$ cat src/rtl/fifo_top.sv
// Single-clock synchronous FIFO.
//
// Storage is 2^(ADDR_WIDTH-1) entries of DATA_WIDTH bits. The read and write
// pointers carry one extra wrap bit, so full and empty can be told apart when
// the storage indices are equal.
//
// Ports:
//   w_clk    in   sole clock, all state updates on its rising edge
//   w_rst_n  in   asynchronous active-low reset (pointers and r_data)
//   w_en     in   write request
//   w_data   in   write data, stored when the write is accepted
//   r_en     in   read request
//   r_data   out  registered read data, valid the cycle after a read is accepted
//   w_full   out  FIFO holds 2^(ADDR_WIDTH-1) entries
//   r_empty  out  FIFO holds no entries
module fifo_top #(
  parameter int unsigned DATA_WIDTH = 8,
  parameter int unsigned ADDR_WIDTH = 4
) (
  input  logic                  w_clk,
  input  logic                  w_rst_n,
  input  logic                  w_en,
  input  logic [DATA_WIDTH-1:0] w_data,
  input  logic                  r_en,
  output logic [DATA_WIDTH-1:0] r_data,
  output logic                  w_full,
  output logic                  r_empty
);

  localparam int unsigned IdxWidth = ADDR_WIDTH - 1;
  localparam int unsigned Depth    = 1 << IdxWidth;

  logic [DATA_WIDTH-1:0] mem_q [Depth];

  logic [ADDR_WIDTH-1:0] wptr_q, wptr_d;
  logic [ADDR_WIDTH-1:0] rptr_q, rptr_d;
  logic [DATA_WIDTH-1:0] r_data_q, r_data_d;

  logic [IdxWidth-1:0] widx, ridx;
  logic                wr_accept, rd_accept;

  assign widx = wptr_q[IdxWidth-1:0];
  assign ridx = rptr_q[IdxWidth-1:0];

  // Flags come straight from the registered pointers, so they are evaluated
  // before the edge: a write while full or a read while empty is dropped.
  assign r_empty = (wptr_q == rptr_q);
  assign w_full  = (widx == ridx) && (wptr_q[ADDR_WIDTH-1] != rptr_q[ADDR_WIDTH-1]);

  assign wr_accept = w_en && !w_full;
  assign rd_accept = r_en && !r_empty;

  always_comb begin
    wptr_d   = wptr_q;
    rptr_d   = rptr_q;
    r_data_d = r_data_q;
    if (wr_accept) begin
      wptr_d = wptr_q + ADDR_WIDTH'(1);
    end
    if (rd_accept) begin
      rptr_d   = rptr_q + ADDR_WIDTH'(1);
      r_data_d = mem_q[ridx];
    end
  end

  always_ff @(posedge w_clk or negedge w_rst_n) begin
    if (!w_rst_n) begin
      wptr_q   <= '0;
      rptr_q   <= '0;
      r_data_q <= '0;
    end else begin
      wptr_q   <= wptr_d;
      rptr_q   <= rptr_d;
      r_data_q <= r_data_d;
    end
  end

  // Storage is deliberately not reset; clearing the pointers makes old
  // contents unreachable. Writes are gated by reset so a held reset is inert.
  always_ff @(posedge w_clk) begin
    if (w_rst_n && wr_accept) begin
      mem_q[widx] <= w_data;
    end
  end

  assign r_data = r_data_q;

endmodule

$ cat config.mk
export PLATFORM = sky130hd
export DESIGN_NAME = fifo_top
export DESIGN_NICKNAME = d
export VERILOG_FILES = /design/src/rtl/fifo_top.sv
export SDC_FILE = /design/constraint.sdc
export NUM_CORES = 1
export LEC_CHECK = 0
export ABC_AREA = 1
export CORE_UTILIZATION = 57
export DETAILED_ROUTE_END_ITERATION = 12
export MAX_ROUTING_LAYER = met4
export PLACE_DENSITY = 0.77
export SYNTH_ARGS = -nofsm -noshare
export SYNTH_HDL_FRONTEND = slang
export SYNTH_SLANG_ARGS = --single-unit
$ cat constraint.sdc
create_clock -name w_clk -period 2.42 [get_ports w_clk]
set_input_delay 0.484 -clock w_clk [delete_from_list [all_inputs] [get_ports w_clk]]
set_output_delay 0.484 -clock w_clk [all_outputs]
set_load 0.005 [all_outputs]
==> flow_metrics.env, run 1 <==
export IMPL_synth_area_leaders="edfxtp_1 (52%), nand2_1 (17%), dfrtp_1 (11%)"
export IMPL_start_util=0.605
export IMPL_synth_cell_types=18
export IMPL_pin_count=22
export IMPL_fin_nets=450
export IMPL_die_area_um2=6760
export IMPL_max_vdd_ir_drop_uv=965
export IMPL_avgSynthCellArea_um2=9.15
export IMPL_clk_pin_slew_ps=70
export IMPL_first_pass_iters=4
export IMPL_cts_buffer_depth=2
export IMPL_area_growth_pct=16.2
export IMPL_via_count=2587
export IMPL_grt_pass1_wl_mm=11.2
export IMPL_hold_viol=0
export IMPL_finalSetupTns_ps=0
export IMPL_row_count=28
export IMPL_rr_worst_depth=7
export IMPL_netlist_area_um2=3670
export IMPL_p_per_area_nw_per_um2=1090
export IMPL_post_route_drc_count=0
export IMPL_antenna_found_initial=0
export IMPL_critPathCaptureType="output port"
export IMPL_grt_max_degree=36
export IMPL_synthTopCellsByCount="nand2_1 (165), inv_1 (73), edfxtp_1 (64), nand3_1 (46), dfrtp_1 (16)"
export IMPL_core_um2=6060
export IMPL_drt_wl_total_mm=6.90
export IMPL_period_needed_ps=2310
export IMPL_tritoncts="built"
export IMPL_drtAntennaViolNets=0
export IMPL_start_kind="flop"
export IMPL_finalCritPeriodShare=0.954
export IMPL_maxCapViolations=0
export IMPL_die_w_um=82.2
export IMPL_status="finished clean"
export IMPL_relSlewSlack=0.724
export IMPL_synthesis_nets=415
export IMPL_drt_iter0_markers=218
export IMPL_overflow=0
export IMPL_reg2reg_to="mem_q[6][6]"
export IMPL_synth_seq_cells=80
export IMPL_synth_most_common_cell="nand2_1"
export IMPL_post_drt_wl_per_cell_um=13.4
export IMPL_ff2ff_setup_slack_ps=750
export IMPL_setup_viol=0
export IMPL_syn_instance_count=401
export IMPL_min_path_type="in -> async"
export IMPL_maxSlewViolCount=0
export IMPL_p_leak_nw=2.05
export IMPL_reg2reg_from="wptr_q[1]"
export IMPL_gp_congestion=0.813
export IMPL_cts_buffers=9
export IMPL_layout_drive_gt1_share=0.0998
export IMPL_fmax_mhz=433
export IMPL_whs_ps=431
export IMPL_cp_data_arrival_time_ps=1820
export IMPL_antenna_cells=0
export IMPL_path_class="reg -> out"
export IMPL_clock_sinks=80
export IMPL_rsz0062_at_grt="false"
export IMPL_synth_edff_count=64
export IMPL_yosysSeqAreaShare=0.633
export IMPL_required_ps=1940
export IMPL_track_usage=0.241
export IMPL_grt_pass1_vias=2338
export IMPL_cts_root_buffer="clkbuf_8"
export IMPL_die_h_um=82.2
export IMPL_worst_slew_pin_slew_ps=413
export IMPL_clkLatencyLatePin_ps=350
export IMPL_worst_clock_skew_ps=9.46
export IMPL_yosysTopAreaCellShare=0.524
export IMPL_portBuffers=21
export IMPL_cp_max_fo=6
export IMPL_yosys_warnings=0
export IMPL_dp_hpwl_mm=4.50
export IMPL_fillCellCount=457
export IMPL_async_flop_share=0.200
export IMPL_synthFlopType="edfxtp_1"
export IMPL_yosys_area_top_type="edfxtp_1"
export IMPL_viasPerCell=5.01
export IMPL_cts_htree_levels=3
-- worst max path at each step --
stage               startpoint           to  cells past startpoint
CTS                  wptr_q[2]       w_full                      4
floorplan            rptr_q[1]  mem_q[6][0]                      6
detailed placement   wptr_q[2]       w_full                      4
global route         wptr_q[1]      r_empty                      6
finish               wptr_q[1]      r_empty                      6
global placement     wptr_q[2]       w_full                      4
-- worst max-delay path, stage by stage (launching register included) --
cell and delay [ps]:
dfrtp_2 420, buf_4 130, nand2_1 40, nand2_1 130, nand2_1 110, nor2_2 150
clkdlybuf4s50_1 510
-- power breakdown --
part	leakage, nW	switching [mW]	internal (mW)
clock network	0.114	0.451	0.637
logic	1.16	1.07	0.652
registers	0.774	0.143	1.70
-- cell families (layout without fill, tap and decap cells) --
kind of cell	count (synthesis)	count (layout)	share of synthesized area
and+or+nand+nor	226	226	0.252
xor gates and xnor gates	4	4	0.00955
buffers and inverters	89	129	0.0989
DFF	80	80	0.633
adders and majority gates	2	2	0.00682
-- area by class of cell --
cell class,instances,area [µm²],share of cell area
clock buffers,13,159,0.0373
clock inverters,3,65.1,0.0153
inverters,76,288,0.0675
multi-input cells,232,1000,0.235
flip-flops and latches,80,2320,0.545
well taps,75,93.8,0.0220
repair buffers,37,330,0.0775
-- cell usage in the layout (no fill, tap or decap), drive strengths merged --
cell type	synthesis	layout
clkbuf	1	13
bufinv	0	2
xnor2	1	1
xor2	3	3
nand3	46	46
dfrtp	16	16
nand4	1	1
nand2	167	167
clkinv	0	1
inv	76	76
ha	2	2
buf	12	16
nor2	12	12
edfxtp	64	64
clkdlybuf4s50	0	21
-- flip-flops by register name (all words and copies together), names as in the netlist --
register  cells
wptr_q        4
r_data        8
rptr_q        4
mem_q        64
-- metal layers --
| layer | wire [µm] | track usage | vias to the layer above | part of all wire |
|---|---|---|---|---|
| li1 | - | - | 1312 | - |
| met1 | 3280 | 0.321 | 1192 | 0.47 |
| met2 | 3110 | 0.357 | 72 | 0.45 |
| met3 | 363 | 0.0440 | 11 | 0.053 |
| met4 | 150 | 0.123 | 0 | 0.022 |
| met5 | 0 | - | - | 0 |
-- what timing repair did --
item / CTS / global route
setup endpoints to repair: 0 / 2
buffers inserted: 0 / 1
resized for setup: 0 / 7
hold buffers: 0 / 0
-- per-stage QoR --
stage / power, mW / cell area [µm²] / setup WS [ps] / util / cells
after floorplan: 3.01 / 3670 / 684 / - / 401
after global placement: 3.50 / 4010 / 436 / 0.662 / 499
after detailed placement: 3.53 / 4010 / 389 / 0.662 / 499
after CTS: 4.61 / 4240 / 23.4 / 0.699 / 515
after global routing: 4.99 / 4260 / 4.97 / 0.704 / 516
final: 4.65 / 4260 / 111 / 0.704 / 516
Power figures use the tool's default switching activity.
==> inputs of run 2 (changes only) <==
--- a/config.mk
+++ b/config.mk
@@ -8,7 +8,6 @@
 export ABC_AREA = 1
 export CORE_UTILIZATION = 57
 export DETAILED_ROUTE_END_ITERATION = 12
-export MAX_ROUTING_LAYER = met4
 export PLACE_DENSITY = 0.77
 export SYNTH_ARGS = -nofsm -noshare
 export SYNTH_HDL_FRONTEND = slang
==> flow_metrics.env, run 2 (synthesis results as in run 1) <==
export IMPL_cts_root_buffer="clkbuf_8"
export IMPL_track_usage=0.235
export IMPL_cp_max_fo=6
export IMPL_portBuffers=21
export IMPL_relSlewSlack=0.722
export IMPL_pin_count=22
export IMPL_critPathTopFamily="buffers and inverters"
export IMPL_wl_met3_um=292
export IMPL_setup_viol=0
export IMPL_total_power_mw=4.64
export IMPL_die_area_um2=6760
export IMPL_worst_slew_pin_slew_ps=416
export IMPL_drt_iter0_markers=205
export IMPL_cts_buffer_depth=2
export IMPL_max_vdd_ir_drop_uv=955
export IMPL_min_path_type="in -> async"
export IMPL_antenna_found_initial=0
export IMPL_path_depth=6
export IMPL_grt_pass1_vias=2330
export IMPL_layout_commonest_cell="nand2_1"
export IMPL_cpMaxStageDelayCell="clkdlybuf4s50_1"
export IMPL_rsz0062_at_grt="false"
export IMPL_maxSlewViolCount=0
export IMPL_clk_pin_slew_ps=70
export IMPL_fin_nets=450
export IMPL_final_util=0.704
export IMPL_sw_frac_of_total=0.356
export IMPL_cts_buffers=9
export IMPL_antenna_cells=0
export IMPL_layout_drive_gt1_share=0.0998
export IMPL_cts_htree_levels=3
export IMPL_highest_layer="met4"
export IMPL_wl_met1_mm=3.27
export IMPL_cp_data_arrival_time_ps=1830
export IMPL_ff2ff_setup_slack_ps=760
export IMPL_gp_congestion=0.802
export IMPL_die_h_um=82.2
export IMPL_mostFrequentLayoutCells="nand2_1 (165), inv_1 (71), edfxtp_1 (64)"
export IMPL_largest_reg_flops=64
export IMPL_ctsHoldBuffers=0
export IMPL_post_drt_wl_per_cell_um=13.3
export IMPL_comb_power_share=0.370
export IMPL_fillCellCount=457
export IMPL_maxCapViolations=0
export IMPL_via_count=2586
export IMPL_wl_met2_mm=3.14
export IMPL_worst_clock_skew_ps=9.50
export IMPL_reg2reg_from="wptr_q[1]"
export IMPL_rr_worst_depth=7
export IMPL_viasPerCell=5.01
export IMPL_die_w_um=82.2
export IMPL_reg2reg_to="mem_q[6][6]"
export IMPL_critPathCaptureType="output port"
export IMPL_crit_buf_inv=2
export IMPL_area_growth_pct=16.2
export IMPL_dp_hpwl_mm=4.50
export IMPL_p_leak_nw=2.05
export IMPL_cp_slowest_stage_delay_ps=510
export IMPL_clkLatencyLatePin_ps=350
export IMPL_row_count=28
export IMPL_drtAntennaViolNets=0
export IMPL_p_int_mw=2.99
export IMPL_start_util=0.605
export IMPL_required_ps=1940
export IMPL_p_seq_frac=0.397
export IMPL_first_pass_iters=5
export IMPL_finalCritPeriodShare=0.955
export IMPL_path_common_cell="nand2_1"
export IMPL_drt_wl_total_mm=6.85
export IMPL_finalSetupTns_ps=0
export IMPL_tritoncts="built"
export IMPL_status="finished clean"
export IMPL_post_route_drc_count=0
export IMPL_grt_pass1_wl_mm=11.2
export IMPL_period_needed_ps=2310
export IMPL_overflow=0
export IMPL_crit_chain="buf_4 -> nand2_1 -> nand2_1 -> nand2_1 -> nor2_2 -> clkdlybuf4s50_1"
export IMPL_regMostFlops="mem_q"
export IMPL_p_clk_frac=0.233
export IMPL_p_per_area_nw_per_um2=1090
export IMPL_grt_max_degree=36
export IMPL_core_um2=6060
export IMPL_switchingPower_mw=1.65
export IMPL_path_class="reg -> out"
export IMPL_hold_viol=0
export IMPL_start_kind="flop"
export IMPL_fmax_mhz=433
export IMPL_clock_sinks=80
[run 2: cell counts in the layout (fill, tap and decap cells not counted)]
Identical to the previous run, type by type.
[run 2: area by class of cell]
| cell class | count | area [µm²] | area share |
|---|---|---|---|
| sequential | 80 | 2320 | 0.545 |
| multi-input combinational | 232 | 1000 | 0.235 |
| timing repair buffer | 37 | 330 | 0.0775 |
| clock inverter | 3 | 65.1 | 0.0153 |
| clock buffer | 13 | 159 | 0.0373 |
| inverter | 76 | 288 | 0.0675 |
| tap | 75 | 93.8 | 0.0220 |
[run 2: repair_timing]
action | 4_1_cts | 5_1_grt
gates resized for setup | 0 | 7
endpoints found under the setup margin | 0 | 2
buffers inserted | 0 | 1
[run 2: metrics by stage]
stage / cells / worst slack, ps / hold slack [ps] / cell area, µm²
after floorplan: 401 / 684 / 188 / 3670
after global placement: 499 / 436 / 461 / 4010
after detailed placement: 499 / 389 / 466 / 4010
after CTS: 515 / 23.4 / 425 / 4240
after global routing: 516 / 4.96 / 441 / 4260
final: 516 / 110 / 433 / 4260
[run 2: worst max-delay path by stage]
stage	startpoint	to	slack, ps
floorplan	rptr_q[1]	mem_q[6][0]	680
global placement	wptr_q[2]	w_full	440
detailed placement	wptr_q[2]	w_full	390
CTS	wptr_q[2]	w_full	20
global route	wptr_q[1]	r_empty	5
finish	wptr_q[1]	r_empty	110
[run 2: power groups by stage]
stage | logic, mW | registers [mW] | clock network (mW)
2_1_floorplan | 1.18 | 1.83 | 0
3_3_place_gp | 1.64 | 1.86 | 0
3_5_place_dp | 1.66 | 1.87 | 0
4_1_cts | 1.68 | 1.84 | 1.10
5_1_grt | 1.96 | 1.87 | 1.15
6_report | 1.72 | 1.84 | 1.08
[run 2: metal layers]
metal,vias up,track usage
met5,-,0
met4,0,0.123
met3,11,0.0440
met2,67,0.356
met1,1199,0.322
li1,1309,-
==> inputs of run 3 (changes only) <==
--- a/config.mk
+++ b/config.mk
@@ -8,7 +8,7 @@
 export ABC_AREA = 1
 export CORE_UTILIZATION = 57
 export DETAILED_ROUTE_END_ITERATION = 12
-export PLACE_DENSITY = 0.77
+export PLACE_DENSITY = 0.75
 export SYNTH_ARGS = -nofsm -noshare
 export SYNTH_HDL_FRONTEND = slang
 export SYNTH_SLANG_ARGS = --single-unit
==> flow_metrics.env, run 3 (synthesis results as in run 1) <==
export IMPL_comb_power_share=0.397
export IMPL_cts_root_buffer="clkbuf_8"
export IMPL_cp_max_fo=8
export IMPL_period_needed_ps=2340
export IMPL_status="finished clean"
export IMPL_p_per_area_nw_per_um2=1060
export IMPL_finalCritPeriodShare=0.966
export IMPL_path_class="reg -> out"
export IMPL_final_cells=518
export IMPL_p_leak_nw=2.03
export IMPL_grt_max_degree=36
export IMPL_finish_instance_area_um2=4220
export IMPL_cts_htree_levels=3
export IMPL_drt_wl_total_mm=7.20
export IMPL_setup_viol=0
export IMPL_regMostFlops="mem_q"
export IMPL_via_count=2601
export IMPL_antenna_cells=0
export IMPL_overflow=0
export IMPL_p_clk_frac=0.188
export IMPL_highest_layer="met4"
export IMPL_layout_commonest_cell="nand2_1"
export IMPL_final_util=0.697
export IMPL_start_kind="flop"
export IMPL_first_pass_iters=5
export IMPL_sw_frac_of_total=0.386
export IMPL_rr_worst_depth=7
export IMPL_drtAntennaViolNets=0
export IMPL_hold_viol=0
export IMPL_p_int_mw=2.74
export IMPL_worst_slew_pin_slew_ps=427
export IMPL_layout_drive_gt1_share=0.102
export IMPL_clk_pin_slew_ps=80
export IMPL_maxCapViolations=0
export IMPL_pin_count=22
export IMPL_dp_cells=500
export IMPL_cp_data_arrival_time_ps=1850
export IMPL_largest_reg_flops=64
export IMPL_reg2reg_from="wptr_q[3]"
export IMPL_wl_met2_mm=3.42
export IMPL_switchingPower_mw=1.72
export IMPL_drt_iter0_markers=253
export IMPL_grt_pass1_vias=2397
export IMPL_whs_ps=437
export IMPL_fmax_mhz=428
export IMPL_post_drt_wl_per_cell_um=13.9
export IMPL_dp_hpwl_mm=4.79
export IMPL_cts_buffer_depth=2
export IMPL_start_util=0.605
export IMPL_gp_congestion=0.789
export IMPL_critPathCaptureType="output port"
export IMPL_maxSlewViolCount=0
export IMPL_mostFrequentLayoutCells="nand2_1 (164), inv_1 (73), edfxtp_1 (64)"
export IMPL_wl_met1_mm=3.17
export IMPL_fin_nets=452
export IMPL_wl_met3_um=496
export IMPL_max_vdd_ir_drop_uv=629
export IMPL_post_route_drc_count=0
export IMPL_worst_clock_skew_ps=7.13
export IMPL_min_path_type="in -> async"
export IMPL_relSlewSlack=0.714
export IMPL_cts_buffers=9
export IMPL_portBuffers=21
export IMPL_track_usage=0.245
export IMPL_tritoncts="built"
export IMPL_area_growth_pct=15.1
export IMPL_grt_pass1_wl_mm=11.6
export IMPL_core_um2=6060
export IMPL_clkLatencyLatePin_ps=340
export IMPL_ctsHoldBuffers=0
export IMPL_die_h_um=82.2
export IMPL_clock_sinks=80
export IMPL_finalSetupTns_ps=0
export IMPL_antenna_found_initial=0
export IMPL_die_w_um=82.2
export IMPL_viasPerCell=5.02
export IMPL_ff2ff_setup_slack_ps=670
export IMPL_endpoint="w_full"
export IMPL_place_area_um2=4020
export IMPL_p_seq_frac=0.415
export IMPL_die_area_um2=6760
export IMPL_reg2reg_to="mem_q[0][3]"
export IMPL_crit_start="rptr_q[3]"
export IMPL_fillCellCount=467
export IMPL_required_ps=1940
export IMPL_row_count=28
run 3: final cells by class:
cell class / instances / area (µm²) / share of cell area
multi-input cells: 232 / 1010 / 0.238
flip-flops and latches: 80 / 2320 / 0.551
clock inverters: 5 / 33.8 / 0.00800
well taps: 75 / 93.8 / 0.0222
inverters: 76 / 288 / 0.0681
clock buffers: 11 / 131 / 0.0311
repair buffers: 39 / 345 / 0.0818
run 3: routing by layer:
layer | vias to the layer above | global-route usage
li1 | 1307 | -
met1 | 1174 | 0.343
met4 | 0 | 0.128
met5 | - | 0
met3 | 9 | 0.0374
met2 | 111 | 0.373
run 3: power groups by stage:
stage	clock network, mW	logic (mW)	registers, mW
2_1_floorplan	0	1.18	1.83
3_3_place_gp	0	1.66	1.86
5_1_grt	0.902	2.00	1.87
6_report	0.838	1.77	1.85
4_1_cts	0.857	1.70	1.84
3_5_place_dp	0	1.69	1.87
run 3: timing repair:
item,CTS,global route
gates resized for setup,0,6
buffers inserted,0,2
setup endpoints to repair,0,2
run 3: worst min-delay path by stage:
stage               startpoint         to  slack [ps]
global placement     r_data[3]  r_data[3]         460
CTS                    w_rst_n  rptr_q[0]         420
detailed placement   r_data[4]  r_data[4]         470
finish                 w_rst_n  rptr_q[0]         440
floorplan              w_rst_n  r_data[0]         190
global route           w_rst_n  rptr_q[0]         440
run 3: per-stage QoR:
step           setup WS (ps)  power [mW]
4_1_cts                 3.52        4.40
2_1_floorplan            684        3.01
6_report                82.2        4.46
3_3_place_gp             416        3.52
5_1_grt                -9.52        4.78
3_5_place_dp             386        3.57
run 3: critical path: stages (launching register included):
cell and delay [ps]:
dfrtp_1 420, inv_1 120, nand2_1 80, nand2_1 150
nand4_4 170, inv_1 90, clkdlybuf4s50_1 490
==> RTL edit, RTL diff (settings of run 3) <==
Make the reset (`w_rst_n`) synchronous in one clocked block. Comments in the files are not updated.
--- a/src/rtl/fifo_top.sv
+++ b/src/rtl/fifo_top.sv
@@ -64,5 +64,5 @@
   end
 
-  always_ff @(posedge w_clk or negedge w_rst_n) begin
+  always_ff @(posedge w_clk) begin
     if (!w_rst_n) begin
       wptr_q   <= '0;
Formal check against the unedited RTL: differs if w_rst_n is asserted again (counterexample within 4 cycles, from zero or initial values and one cycle with w_rst_n low); with w_rst_n held inactive, the same outputs for 10 cycles.
==> RTL edit against run 3 <==
Critical path depth up 1. Via count down 5.5%. Sequential cell count unchanged. Setup slack better by 0.052 ns. Area after synthesis down 6.9%. First-iteration DRC count up 17%. Fmax up 2.3%. Final area down 6.7%. Die area down 6.8%. Wire length down 2.4%. Critical path type unchanged. Register-to-register slack worse by 0.06 ns. Synthesized cell count down 14%.
Power is not compared: it rests on default switching activity, and its combinational part moved more than twofold at a synthesized area within 25%.
==> RTL edit: results (changes against run 3) <==
[finish]
nets = 392  ; -13%
drive_above_1_share_pct = 11.75  ; +1.6 points
top_register = mem_q
largest_reg_flops = 64  ; unchanged

[routing]
routed_wirelength_um = 7030  ; -2.4%
vias = 2458  ; -5.5%
wire_per_inst_um = 15.45  ; +11%
firstDrtPassIters = 4  ; -1
drt_iter0_markers = 295  ; +17%

[critical_path]
rrSetupSlack_ns = 0.61  ; -0.06 ns
critPathCapture = w_full
startpoint = rptr_q[2]$_SDFFE_PN0P_
crit_fanout = 9  ; +1
cpLargestDelayFamily = buffers and inverters
cpPeakStageDelay_ns = 0.49  ; about the same
r2r_end = mem_q[5][0]$_DFFE_PP_
reg2reg_depth = 9  ; +2
worstPathArrival_ns = 1.80  ; -0.05 ns

[grt]
grt_pass1_wl_um = 11520  ; -1.1%
grt_pass1_vias = 2351  ; -1.9%
grt.total_usage_pct = 25.67  ; +1.1 points
grt_max_degree = 35  ; -2.8%
antenna_found_initial = 0  ; unchanged

[timing]
timing.hold.ws_ns = 0.5135  ; +0.07667 ns
tightestPinTransition_ns = 0.3981  ; -0.02905 ns
skew_ns = 0.007243  ; +0.0001116 ns
finalSetupViolations = 0  ; unchanged
fin_crit_ns = 2.286  ; -0.05158 ns
finalSetupTns_ns = 0  ; unchanged

[placement]
gp_congestion = 0.8730  ; +11%
dp_hpwl_um = 4658  ; -2.7%
place_ws_ns = 0.3557  ; -0.03023 ns
dpl-instance-area_um2 = 3716  ; -7.5%
port_buffers = 21  ; unchanged
dp.cells = 437  ; -13%

[power_and_ir_drop]
switchingPower_w = 0.0008317
cellLeakagePower_nw = 1.588

[clocking]
cts_buffers = 9  ; unchanged
clockBufferDepth = 2  ; unchanged
cts_max_level = 3  ; unchanged
cts-resized-gates = 1  ; +1
clock_latency_ns = 0.35
cts_setup_buffers = 0  ; unchanged

[logic_synthesis]
synth_common_cells = nand2_1 (125), edfxtp_1 (64), nand3_1 (54)
syn_inst = 346  ; -14%
synth_edf_count = 64  ; unchanged
synth-main-ff-cell = edfxtp_1
synth_seq_area_share_pct = 65.64  ; +2.4 points
synth_top_cells_by_area = edfxtp_1 (56%), nand2_1 (14%), dfxtp_1 (9.4%), nand3_1 (7.9%), nor2_1 (3.8%)
async_flop_share_pct = 0  ; -20 points
synth_cell_types = 21  ; +3
syn_nets = 360  ; -13%
synth_top_cell_area_share_pct = 56.26  ; +3.9 points

[worst_hold_path]
hold_path.class = flip-flop to flip-flop
worstHoldEndpoint = r_data[0]$_SDFFE_PN0P_
hp-start = r_data[0]$_SDFFE_PN0P_

[status]
status = finished clean

==> RTL edit: cell count changes in the layout (fill, tap and decap cells not counted), moves of 3 or more <==
cell            run 3  this run
dfrtp_1            14         0
a21oi_1             0         5
nor2_1              9        35
dfxtp_1             0        11
nand2_1           164       125
inv_1              73        19
dfxtp_2             0         5
xor2_1              3         0
nand3_1            46        54
==> RTL edit: layout make-up <==
class / count / area [um2]
Inverter: 22 / 87.58
Timing Repair Buffer: 37 / 330.3
Tap cell: 72 / 90.09
Clock buffer: 9 / 123.9
Multi-Input combinational cell: 228 / 989.7
Fill cell: 427 / 1702
Sequential cell: 80 / 2248
Clock inverter: 7 / 70.07
==> RTL edit: kinds of logic (layout without fill, tap and decap cells) <==
logic type	after synthesis	count (layout)	synth area share [%]
flops	80	80	65.64
buf+inv	38	75	5.641
compound gates	5	5	0.7325
simple gates	221	221	27.25
fa+ha+maj	2	2	0.7325
==> RTL edit: power groups by stage <==
stage | clock network [W] | registers [W] | logic (W)
3_5_place_dp | 0 | 0.00159 | 0.000492
4_1_cts | 0.000970 | 0.00156 | 0.000499
6_report | 0.000961 | 0.00156 | 0.000500
3_3_place_gp | 0 | 0.00158 | 0.000482
5_1_grt | 0.00102 | 0.00156 | 0.000558
2_1_floorplan | 0 | 0.00158 | 0.000328
==> RTL edit: metal layers <==
metal  track usage, %  part of all wire (%)
met1            34.34                    41
met2            40.60                    48
met3            4.686                   8.8
met4            12.36                   2.3
met5                0                     0
==> RTL edit: worst reg2reg max path, cell delays in order (launching register included) <==
cell	delay, ns
dfxtp_2	0.38
inv_1	0.07
buf_4	0.17
nand2_1	0.06
nand2_1	0.08
nand4_4	0.10
buf_4	0.13
nand4_1	0.18
nor2_1	0.16
buf_4	0.18
